### config.mk
export PLATFORM = sky130hd
export DESIGN_NAME = stack_access_unit
export DESIGN_NICKNAME = d
export VERILOG_FILES = /design/src/rtl/stack_access_unit_pkg.sv /design/src/rtl/stack_ram.sv /design/src/rtl/stack_access_unit.sv
export SDC_FILE = /design/constraint.sdc
export NUM_CORES = 1
export LEC_CHECK = 0
export BUFFER_PORTS_ARGS = -buffer_cell sky130_fd_sc_hd__buf_2
export CAP_MARGIN = 0
export CORE_AREA = 8 8 235 237
export DETAILED_ROUTE_END_ITERATION = 12
export DIE_AREA = 0 0 243 245
export PLACE_DENSITY = 0.65
export SLEW_MARGIN = 40
export SYNTH_ARGS = -nofsm -noshare
export SYNTH_HDL_FRONTEND = slang
export SYNTH_SLANG_ARGS = --single-unit
export TNS_END_PERCENT = 50
### constraint.sdc
create_clock -name clk -period 6.31 [get_ports clk]
set_input_delay 0.631 -clock clk [delete_from_list [all_inputs] [get_ports clk]]
set_output_delay 0.631 -clock clk [all_outputs]
set_load 0.01 [all_outputs]
### src/rtl/stack_access_unit_pkg.sv
// Shared definitions for the stack access unit: StackUpdateMode encodings
// and the two-state push FSM.
package stack_access_unit_pkg;

    // StackUpdateMode encodings
    localparam logic [1:0] MODE_PUSH2 = 2'b10;
    localparam logic [1:0] MODE_PUSH1 = 2'b11;
    localparam logic [1:0] MODE_HOLD  = 2'b00;
    localparam logic [1:0] MODE_POP   = 2'b01;

    // FSM state type; PUSH2 is the cycle that writes the latched second word
    typedef logic [0:0] state_t;
    localparam state_t IDLE  = 1'b0;
    localparam state_t PUSH2 = 1'b1;

endpackage

### src/rtl/stack_ram.sv
// Stack storage: REG_BITS x DEPTH, one write port, one registered read port.
// Array contents are never reset; only the read output register is.
module stack_ram #(
    parameter int unsigned REG_BITS = 32,
    parameter int unsigned DEPTH    = 16
) (
    input  logic                       i_clk,
    input  logic                       i_rst_n,
    input  logic                       i_we,
    input  logic [$clog2(DEPTH)-1:0]   i_waddr,
    input  logic [REG_BITS-1:0]        i_wdata,
    input  logic                       i_re,
    input  logic [$clog2(DEPTH)-1:0]   i_raddr,
    output logic [REG_BITS-1:0]        o_rd_data
);

    logic [REG_BITS-1:0] r_mem [DEPTH];
    logic [REG_BITS-1:0] r_rd_data;

    // Single write port
    always_ff @(posedge i_clk) begin
        if (i_we) begin
            r_mem[i_waddr] <= i_wdata;
        end
    end

    // Synchronous read; output holds between reads
    always_ff @(posedge i_clk) begin
        if (!i_rst_n) begin
            r_rd_data <= '0;
        end else if (i_re) begin
            r_rd_data <= r_mem[i_raddr];
        end
    end

    assign o_rd_data = r_rd_data;

endmodule

### src/rtl/stack_access_unit.sv
// Downward-growing stack controller: push one, push two (two-cycle, single
// write port), pop and hold. SP_out == DEPTH means empty, 0 means full.
// Optional macro STACK_ACCESS_ERR_FLAGS_EN enables the sticky overflow/underflow
// flags; without it both flags are tied 0 and illegal ops are silently dropped.
module stack_access_unit
    import stack_access_unit_pkg::*;
#(
    parameter int unsigned REG_BITS = 32,
    parameter int unsigned DEPTH    = 16
) (
    input  logic                     clk,
    input  logic                     rst_n,
    input  logic [1:0]               StackUpdateMode,
    input  logic                     op_valid,
    output logic                     op_ready,
    input  logic [REG_BITS-1:0]      wr_data0,
    input  logic [REG_BITS-1:0]      wr_data1,
    output logic                     rd_valid,
    output logic [REG_BITS-1:0]      rd_data,
    output logic [$clog2(DEPTH):0]   SP_out,
    output logic                     full,
    output logic                     empty,
    output logic                     overflow_err,
    output logic                     underflow_err
);

    localparam int unsigned AW  = $clog2(DEPTH);
    localparam int unsigned SPW = AW + 1;
    localparam logic [SPW-1:0] SP_EMPTY = SPW'(DEPTH);
    localparam logic [SPW-1:0] SP_ONE   = SPW'(1);
    localparam logic [SPW-1:0] SP_TWO   = SPW'(2);

    state_t                r_state;
    logic [SPW-1:0]        r_sp;
    logic                  r_rd_valid;
    logic [REG_BITS-1:0]   r_wr_data1;

    logic                  w_accept;
    logic                  w_push1;
    logic                  w_push2;
    logic                  w_pop;
    logic                  w_push1_ok;
    logic                  w_push2_ok;
    logic                  w_pop_ok;
    logic [SPW-1:0]        w_sp_dec;
    logic                  w_we;
    logic [REG_BITS-1:0]   w_wdata;

    assign w_accept = op_valid && (r_state == IDLE);

    // Decode the accepted op
    always_comb begin
        w_push1 = 1'b0;
        w_push2 = 1'b0;
        w_pop   = 1'b0;
        case (StackUpdateMode)
            MODE_PUSH1: w_push1 = w_accept;
            MODE_PUSH2: w_push2 = w_accept;
            MODE_POP:   w_pop   = w_accept;
            MODE_HOLD:  ;
            default:    ;
        endcase
    end

    // Boundary rules are the only guard against SP wrap-around
    assign w_push1_ok = w_push1 && (r_sp >= SP_ONE);
    assign w_push2_ok = w_push2 && (r_sp >= SP_TWO);
    assign w_pop_ok   = w_pop && (r_sp != SP_EMPTY);
    assign w_sp_dec   = r_sp - SP_ONE;

    // Reset gates the write so a reset during PUSH2 aborts the second word
    assign w_we    = rst_n && (w_push1_ok || w_push2_ok || (r_state == PUSH2));
    assign w_wdata = (r_state == PUSH2) ? r_wr_data1 : wr_data0;

    stack_ram #(
        .REG_BITS (REG_BITS),
        .DEPTH    (DEPTH)
    ) u_stack_ram (
        .i_clk     (clk),
        .i_rst_n   (rst_n),
        .i_we      (w_we),
        .i_waddr   (w_sp_dec[AW-1:0]),
        .i_wdata   (w_wdata),
        .i_re      (w_pop_ok),
        .i_raddr   (r_sp[AW-1:0]),
        .o_rd_data (rd_data)
    );

    // FSM, stack pointer and pop-valid strobe
    always_ff @(posedge clk) begin
        if (!rst_n) begin
            r_state    <= IDLE;
            r_sp       <= SP_EMPTY;
            r_rd_valid <= 1'b0;
        end else begin
            r_rd_valid <= w_pop_ok;
            case (r_state)
                IDLE: begin
                    if (w_push1_ok) begin
                        r_sp <= w_sp_dec;
                    end else if (w_push2_ok) begin
                        r_sp    <= w_sp_dec;
                        r_state <= PUSH2;
                    end else if (w_pop_ok) begin
                        r_sp <= r_sp + SP_ONE;
                    end
                end
                PUSH2: begin
                    r_sp    <= w_sp_dec;
                    r_state <= IDLE;
                end
                default: r_state <= IDLE;
            endcase
        end
    end

    // Second push word is captured on acceptance, written in PUSH2
    always_ff @(posedge clk) begin
        if (w_push2_ok) begin
            r_wr_data1 <= wr_data1;
        end
    end

`ifdef STACK_ACCESS_ERR_FLAGS_EN
    logic r_overflow;
    logic r_underflow;

    // Sticky error flags, cleared only by reset
    always_ff @(posedge clk) begin
        if (!rst_n) begin
            r_overflow  <= 1'b0;
            r_underflow <= 1'b0;
        end else begin
            if ((w_push1 && !w_push1_ok) || (w_push2 && !w_push2_ok)) begin
                r_overflow <= 1'b1;
            end
            if (w_pop && !w_pop_ok) begin
                r_underflow <= 1'b1;
            end
        end
    end

    assign overflow_err  = r_overflow;
    assign underflow_err = r_underflow;
`else
    assign overflow_err  = 1'b0;
    assign underflow_err = 1'b0;
`endif

    assign op_ready = (r_state == IDLE);
    assign rd_valid = r_rd_valid;
    assign SP_out   = r_sp;
    assign full     = (r_sp == '0);
    assign empty    = (r_sp == SP_EMPTY);

endmodule

==> run_results.csv, run 1 <==
group,metric,value,unit
cells_and_area,mostFrequentLayoutCell,"edfxtp_1",
grt,grt-ovfl-total,0,
hold_path,hold_class,"in -> reg",
worst_setup_path,critPathKind,"reg -> reg",
power,cellLeakagePower,8.42,nW
floorplanning,start_util,43.4,%
drt,ant_nets,0,
cells_and_area,area_growth,16.6,%
floorplanning,die_h,245,um
cts,post_cts_buffers,0,
floorplanning,coreArea,51700,um^2
logic_synthesis,synth_xor_area_share,0.195,%
grt,met3_usage,3.08,%
worst_setup_path,worst_ep_arrival_time,4.17,ns
logic_synthesis,synthArstFlopShare,0,%
timing,clock_skew,0.0189,ns
cts,cts-hold-fix-buffers,0,
cells_and_area,insertedDiodeCount,0,
place,placed_cell_area,24300,um^2
timing,rsz0062_at_grt,"false",
cts,path_clk_slew,0.06,ns
cells_and_area,nets,1404,
place,routabilityCongestion,0.812,
grt,grt_pass1_wl,74.7,mm
cts,cts_made_buffers,58,
logic_synthesis,ys_ff_latch,583,
logic_synthesis,synthSimpleGateAreaFrac,2.48,%
timing,setup_violations,0,
cells_and_area,drive_above_1_share,28.5,%
drt,wl_per_cell,24.2,um
cells_and_area,n_fill_cell,4161,
drt,routed_via_density,5.45,
timing,max_slew_margin,44.6,%
cts,clk_latency,0.61,ns
logic_synthesis,synth_top_family_by_area,"multiplexers",
floorplanning,io_pins,112,
cts,max-clock-path-buffers,3,
drt,vias,11261,
logic_synthesis,synth-edff-count,544,
grt,grt_util_met2,28.4,%
grt,gr-max-usage-layer,"met2",
drt,wirelength,49.9,mm
power,fin_total_pwr,8.67,mW
logic_synthesis,synth.area.mux_share,15.3,%
grt,grt_max_degree,54,
cts,clock_sinks,583,
logic_synthesis,synth_cell_types,44,
cts,ctsResizeCount,0,
power,p_per_area,331,nW/um^2
power,irDropWorstVdd,0.191,mV
timing,period_needed,3.80,ns
logic_synthesis,syn_area,22400,um^2
job,cap_violations,0,
logic_synthesis,ys_warn_count,0,
drt,initialDrtViolationCount,907,
place,preCtsSetupSlack,2.53,ns
cts,htreeDepth,2,
cells_and_area,mostFrequentLayoutCells,"edfxtp_1 (544), mux2i_1 (128), buf_2 (109)",
floorplanning,die_w,243,um
worst_setup_path,worst_setup_path_start_kind,"register",
cts,root_buffer,"clkbuf_16",
cells_and_area,multi_input_area,5140,um^2
logic_synthesis,synthAdderAreaFrac,0.335,%
drt,dr.pass1.iters,5,
cells_and_area,regArea,17100,um^2
floorplanning,die_area,59500,um^2
logic_synthesis,ys_seq_area_share,76.3,%
worst_setup_path,critPathRequiredTime,6.68,ns
floorplanning,core.rowCount,84,
timing,fmax,263,MHz
drt,post-route-drc-count,0,
grt,antenna_found_initial,0,
timing,fin_tns_setup,0,ns
timing,hold_viol_final,0,
timing,drv_slew,0,
cts,cts_tree,"built",
outcome,outcome,"finished clean",
place,dp.final_hpwl,31.7,mm
worst_setup_path,worst-path-max-fanout,46,
logic_synthesis,avgSynthCellArea,18.8,um^2
place,numPortBuffers,109,
logic_synthesis,synth-compound-area-share,3.90,%
logic_synthesis,synth_flop_cell,"edfxtp_1",
timing,hold_slack,0.195,ns
logic_synthesis,synthCells,1193,
timing,tightest_slew,0.831,ns
grt,grt_pass1_vias,11742,
timing,finalWorstSetupSlack,2.51,ns
cells_and_area,design_area,26200,um^2
worst_setup_path,worstSetupEndpointType,"register",
grt,use_met1,20.7,%
grt,grt.total_usage,16.7,%
timing,min_period_over_period,60.3,%
## layer usage
layer  vias to the layer above  routed length (um)
met1                      5726               20000
met4                         0                2130
met5                         -                   0
li1                       5086                   -
met2                       359               25000
met3                        90                2780
## Yosys cell counts (4+ instances only)
cell	count	area share, %
nand3_1	4	0.089
buf_1	10	0.17
mux2_2	64	3.2
o22ai_1	64	1.8
nor2_1	48	0.80
nand2_1	40	0.67
inv_1	4	0.067
buf_2	19	0.42
nor3_1	5	0.11
dfxtp_1	39	3.5
clkbuf_1	43	0.72
mux4_2	64	6.4
mux2i_1	128	5.7
edfxtp_1	544	73
and2_1	4	0.11
a31oi_1	33	0.92
ha_1	6	0.33
o21ai_0	34	0.76
## final cells by class
cell class	instances	share of cell area, %
clock buffer	69	5.82
clock inverter	40	1.11
inverter	5	0.0813
multi-input combinational	532	19.6
sequential	583	65.4
tap	688	3.29
timing repair buffer	149	4.63
## final timing paths
kind         depth (start not counted)  slack, ns                      from                   endpoint
max                                  8       2.51                 SP_out[1]  u_stack_ram.r_mem[14][29]
min                                  1       0.20              wr_data1[29]             r_wr_data1[29]
max reg2reg                          8       2.51                 SP_out[1]  u_stack_ram.r_mem[14][29]
min reg2reg                          2       0.55  u_stack_ram.o_rd_data[7]   u_stack_ram.o_rd_data[7]
## stage by stage
step,instances,util (%)
floorplan,1194,-
global placement,1929,46.0
detailed placement,1956,47.1
CTS,2065,50.6
global route,2066,50.6
finish,2066,50.6
## sequential cells by signal, indices dropped and copies added, names as in the netlist
signal and flops:
r_state 1, u_stack_ram.r_mem 512, u_stack_ram.o_rd_data 32, SP_out 5
rd_valid 1, r_wr_data1 32
## power breakdown
part           switching [mW]  internal [mW]
Combinational           0.580          0.395
Sequential             0.0787           4.33
Clock                    1.41           1.88
## logic make-up after synthesis
kind of cell    count (synthesis)
compound gates                143
xor+xnor                        5
fa+ha+maj                       6
buf+inv                        79
flops                         583
mux                           256
other cells                     1
simple gates                  120
## critical path, cell delays in order, from the launching register on
cell     delay (ns)
dfxtp_4        0.84
inv_4          0.42
ha_1           0.35
or3b_2         0.45
a221o_1        0.48
nand3_1        0.40
nor2_4         0.19
buf_8          0.21
buf_16         0.16
Note: power is estimated with default switching activity, not from simulation.
==> run 2: changes to the inputs <==
clock period = 3.88 ns   (was 6.31 ns; I/O delays follow)
==> run 2 against run 1 <==
Effect of this change:
- utilization is 0.16 points higher
- sequential cell count unchanged
- critical path type is now reg -> out
- critical path depth decreased by 2
- total power grew 63%
- combinational power grew 63%
- wire length is 1.6% lower
==> run_results.csv, run 2 (synthesis results as in run 1) <==
group,metric,value,unit
worst_setup_path,worstRegToRegCells,7,
worst_setup_path,worst_setup_path_start_kind,"register",
cells_and_area,multi_input_area,5140,um^2
grt,grt_pass1_wl,74.3,mm
grt,use_met1,21.8,%
drt,wl_per_cell,23.4,um
worst_setup_path,critPathKind,"reg -> out",
timing,tightest_slew,0.788,ns
cells_and_area,drive_above_1_share,27.3,%
cells_and_area,mostFrequentLayoutCells,"edfxtp_1 (544), mux2i_1 (128), buf_2 (109)",
drt,dr.pass1.iters,5,
cells_and_area,mostFrequentLayoutCell,"edfxtp_1",
worst_setup_path,critPathRequiredTime,3.49,ns
grt,grt_pass1_vias,11864,
cts,post_cts_buffers,0,
grt,met3_usage,3.03,%
drt,ant_nets,0,
power,cellLeakagePower,8.46,nW
worst_setup_path,worst-path-max-fanout,35,
worst_setup_path,reg2reg_from,"SP_out[0]",
timing,clock_skew,0.0274,ns
power,p_int,10.8,mW
grt,grt_max_degree,52,
outcome,outcome,"finished clean",
power,fin_total_pwr,14.1,mW
power,power_frac_clock,38.3,%
hold_path,hold_path_end,"u_stack_ram.o_rd_data[2]",
drt,initialDrtViolationCount,907,
place,numPortBuffers,109,
worst_setup_path,reg2reg_setup_slack,0.71,ns
power,swShare,23.1,%
cells_and_area,regArea,17100,um^2
timing,setup_violations,0,
timing,period_needed,3.19,ns
timing,max_slew_margin,47.5,%
job,cap_violations,0,
place,dp.final_hpwl,29.1,mm
drt,routed_via_density,5.42,
cts,htreeDepth,2,
place,routabilityCongestion,0.780,
grt,gr-max-usage-layer,"met2",
floorplanning,coreArea,51700,um^2
cells_and_area,utilization,50.8,%
floorplanning,die_w,243,um
hold_path,hold_class,"in -> reg",
timing,finalWorstSetupSlack,0.686,ns
power,irDropWorstVdd,0.413,mV
hold_path,whs_path_depth,3,
timing,fmax,313,MHz
cts,max-clock-path-buffers,3,
power,p_seq_share,50.4,%
power,p_per_area,538,nW/um^2
floorplanning,die_area,59500,um^2
cells_and_area,area_growth,17.0,%
cts,path_clk_slew,0.06,ns
power,p_sw,3.27,mW
grt,grt_util_met2,27.2,%
place,preCtsSetupSlack,0.703,ns
timing,hold_viol_final,0,
cts,clk_latency,0.61,ns
floorplanning,die_h,245,um
timing,min_period_over_period,82.3,%
grt,grt-ovfl-total,0,
worst_setup_path,reg2reg_to,"u_stack_ram.r_mem[12][18]",
power,power_frac_comb,11.3,%
timing,fin_tns_setup,0,ns
cells_and_area,largest_register_ffs,512,
floorplanning,start_util,43.4,%
cells_and_area,regMostFlops,"u_stack_ram.r_mem",
worst_setup_path,worst_ep_arrival_time,2.81,ns
timing,rsz0062_at_grt,"false",
cells_and_area,n_fill_cell,4198,
cts,root_buffer,"clkbuf_16",
floorplanning,core.rowCount,84,
grt,antenna_found_initial,0,
cts,clock_sinks,583,
floorplanning,io_pins,112,
drt,wirelength,49.1,mm
hold_path,hp-start,"rst_n",
worst_setup_path,worstSetupEndpointType,"output port",
cts,cts_made_buffers,58,
timing,drv_slew,0,
cts,cts_tree,"built",
grt,grt.total_usage,16.2,%
cells_and_area,insertedDiodeCount,0,
cells_and_area,nets,1438,
drt,post-route-drc-count,0,
drt,vias,11362,
run 2: cell types whose count changed in the layout (fill, tap and decap cells not counted), moves of 12 or more:
cell and change:
dlygate4sd3_1 +32, buf_4 +21, buf_8 -15, clkbuf_1 +14
clkinv_2 -14, buf_16 -12
run 2: worst max-delay path, cell delays in order, from the launching register on:
cell,delay [ns]
dfxtp_4,0.36
inv_2,0.06
buf_4,0.50
ha_1,0.29
nor4bb_1,0.60
buf_4,0.25
buf_2,0.13
run 2: area by class of cell:
cell class	count	share of cell area [%]
sequential	583	65.2
multi-input combinational	532	19.6
clock buffer	87	6.21
timing repair buffer	183	4.89
tap	688	3.28
clock inverter	18	0.734
inverter	5	0.0715
run 2: what timing repair did:
action | CTS | global route
resized for setup | 0 | 0
hold buffers | 32 | 0
endpoints found under the hold margin | 32 | 0
run 2: worst max-delay path by stage:
stage | start | to | slack, ns | cells past startpoint
after floorplan | SP_out[1] | u_stack_ram.r_mem[1][0] | 0.21 | 9
after global placement | SP_out[0] | u_stack_ram.r_mem[12][20] | 0.80 | 7
after detailed placement | SP_out[0] | u_stack_ram.r_mem[12][19] | 0.70 | 7
after CTS | SP_out[1] | empty | 0.67 | 6
after global routing | SP_out[0] | u_stack_ram.r_mem[12][19] | 0.47 | 7
final | SP_out[1] | empty | 0.69 | 6
run 2: routing by layer:
metal	wire length [um]	vias up
met5	0	-
met4	816	0
met3	2470	66
met2	24100	282
met1	21800	5875
li1	-	5139
run 2: per-stage QoR:
stage	std cells	hold WS, ns	instance area, um^2
after floorplan	1194	0.487	22500
after global placement	1959	0.529	24100
after detailed placement	1959	0.531	24100
after CTS	2096	0.230	26300
after global routing	2096	0.243	26300
final	2096	0.261	26300
run 2: power groups by stage:
stage / clock network [mW] / logic (mW) / registers [mW]
floorplan: 0 / 1.08 / 7.23
global placement: 0 / 1.56 / 7.25
detailed placement: 0 / 1.58 / 7.25
CTS: 5.52 / 1.62 / 7.12
global route: 5.79 / 1.72 / 7.13
finish: 5.40 / 1.59 / 7.12
==> run 3: changes to the inputs <==
PLACE_DENSITY = 0.67   (was 0.65)
clock period = 2.8 ns   (was 3.88 ns; I/O delays follow)
==> run 3 against run 2 <==
Effect of this change:
- final cell count increased by 0.86%
- critical endpoint unchanged
- setup slack got worse by 0.56 ns
- critical path type unchanged
- total power increased by 40%
- wire length increased by 0.23%
==> run_results.csv, run 3 (synthesis results as in run 1) <==
group,metric,value,unit
outcome,outcome,"finished clean",
cts,clock_sinks,583,
worst_setup_path,endpoint,"empty",
place,numPortBuffers,109,
timing,rsz0062_at_grt,"false",
cts,root_buffer,"clkbuf_16",
cts,cts_made_buffers,59,
timing,period_needed,2.67,ns
cells_and_area,design_area,26700,um^2
drt,routed_via_density,5.43,
timing,setup_violations,0,
floorplanning,start_util,43.4,%
place,dp.final_hpwl,28.9,mm
cells_and_area,largest_register_ffs,512,
cts,ctsResizeCount,0,
drt,vias,11484,
worst_setup_path,cp_slowest_stage_delay,0.53,ns
drt,wirelength,49.2,mm
job,cap_violations,0,
timing,finalWorstSetupSlack,0.129,ns
worst_setup_path,cpMostUsedCell,"buf_4",
worst_setup_path,reg2reg_setup_slack,0.18,ns
drt,ant_nets,0,
worst_setup_path,reg2reg_from,"SP_out[1]",
floorplanning,coreArea,51700,um^2
grt,grt.total_usage,16.2,%
place,preCtsSetupSlack,0.208,ns
floorplanning,die_w,243,um
worst_setup_path,path_buf_inv,4,
power,irDropWorstVdd,0.505,mV
power,p_per_area,738,nW/um^2
floorplanning,core.rowCount,84,
power,cellLeakagePower,8.64,nW
cells_and_area,nets,1453,
cts,max-clock-path-buffers,3,
cells_and_area,drive_above_1_share,28.5,%
grt,grt-ovfl-total,0,
timing,fmax,374,MHz
worst_setup_path,worst-path-max-fanout,14,
drt,initialDrtViolationCount,843,
cells_and_area,area_growth,19.1,%
cells_and_area,mostFrequentLayoutCell,"edfxtp_1",
drt,wl_per_cell,23.3,um
cts,htreeDepth,2,
worst_setup_path,cp_cell_sequence,"clkinv_2, buf_4, ha_1, nor4bb_1, buf_4, buf_2",
worst_setup_path,cp_top_family,"buffers and inverters",
timing,max_slew_margin,58.3,%
grt,grt_pass1_wl,73.4,mm
worst_setup_path,critPathKind,"reg -> out",
timing,tightest_slew,0.626,ns
timing,drv_slew,0,
floorplanning,io_pins,112,
worst_setup_path,worstRegToRegCells,7,
grt,grt_max_degree,77,
floorplanning,die_area,59500,um^2
worst_setup_path,startpoint,"SP_out[1]",
timing,fin_tns_setup,0,ns
cells_and_area,mostFrequentLayoutCells,"edfxtp_1 (544), mux2i_1 (128), buf_2 (109)",
floorplanning,die_h,245,um
cells_and_area,insertedDiodeCount,0,
worst_setup_path,critPathRequiredTime,2.52,ns
cells_and_area,n_fill_cell,4157,
timing,min_period_over_period,95.4,%
cts,cts_tree,"built",
cts,cts-hold-fix-buffers,32,
grt,grt_pass1_vias,11731,
grt,antenna_found_initial,0,
cells_and_area,regMostFlops,"u_stack_ram.r_mem",
worst_setup_path,cp_slowest_cell,"nor4bb_1",
drt,post-route-drc-count,0,
cts,path_clk_slew,0.06,ns
cts,post_cts_buffers,0,
hold_path,hold_class,"in -> reg",
place,routabilityCongestion,0.767,
worst_setup_path,worstSetupEndpointType,"output port",
cts,clk_latency,0.62,ns
timing,hold_viol_final,0,
worst_setup_path,reg2reg_to,"u_stack_ram.r_mem[13][25]",
place,placed_cell_area,24500,um^2
worst_setup_path,worst_ep_arrival_time,2.39,ns
worst_setup_path,crit_cells,6,
timing,clock_skew,0.0195,ns
worst_setup_path,worst_setup_path_start_kind,"register",
drt,dr.pass1.iters,5,
-- run 3: cell count changes in the layout (fill, tap and decap cells not counted), sizes merged --
cell and delta:
clkinv +13, inv +1, clkbuf -8, clkinvlp -1, buf +14, bufinv -1
-- run 3: worst register-to-register path, cell delays in order, from the launching register on --
cell	delay (ns)
dfxtp_4	0.39
clkinv_2	0.07
ha_1	0.21
or3b_2	0.44
a221o_1	0.48
nand3_1	0.44
nor2_4	0.10
buf_4	0.23
-- run 3: power breakdown --
part | internal (mW) | leakage (nW) | total [mW] | switching, mW
combinational | 0.977 | 2.50 | 2.36 | 1.38
sequential | 9.76 | 5.22 | 9.84 | 0.0753
clock | 4.32 | 0.918 | 7.54 | 3.22
-- run 3: final cells by class --
class	count	area, um^2	share of cell area [%]
sequential	583	17100	64.1
multi-input combinational	532	5140	19.2
timing repair buffer	197	1700	6.37
clock buffer	79	1610	6.03
tap	688	861	3.22
clock inverter	30	255	0.955
inverter	5	20.0	0.0749
-- run 3: how the worst min path moves through the flow --
stage,startpoint,endpoint,slack (ns),cells past startpoint
floorplan,wr_data1[0],r_wr_data1[0],0.38,0
global placement,wr_data1[27],r_wr_data1[27],0.46,1
detailed placement,wr_data1[24],r_wr_data1[24],0.46,1
CTS,rst_n,u_stack_ram.o_rd_data[16],0.09,3
global route,rst_n,u_stack_ram.o_rd_data[15],0.11,3
finish,rst_n,u_stack_ram.o_rd_data[16],0.12,3
-- run 3: metrics by stage --
step / util (%) / total power [mW] / hold slack [ns] / instances
after floorplan: - / 11.6 / 0.379 / 1194
after global placement: 47.4 / 12.3 / 0.456 / 1971
after detailed placement: 47.4 / 12.4 / 0.458 / 1973
after CTS: 51.7 / 19.9 / 0.0874 / 2114
after global routing: 51.7 / 20.4 / 0.112 / 2114
final: 51.7 / 19.7 / 0.121 / 2114
-- run 3: routing by layer --
layer	vias up	global-route usage, %	routed length, um	share of wire (%)
li1	5179	-	-	-
met1	5899	21.2	20900	43
met2	325	27.3	24200	49
met3	81	3.02	2760	5.6
met4	0	5.43	1300	2.6
met5	-	0	0	0
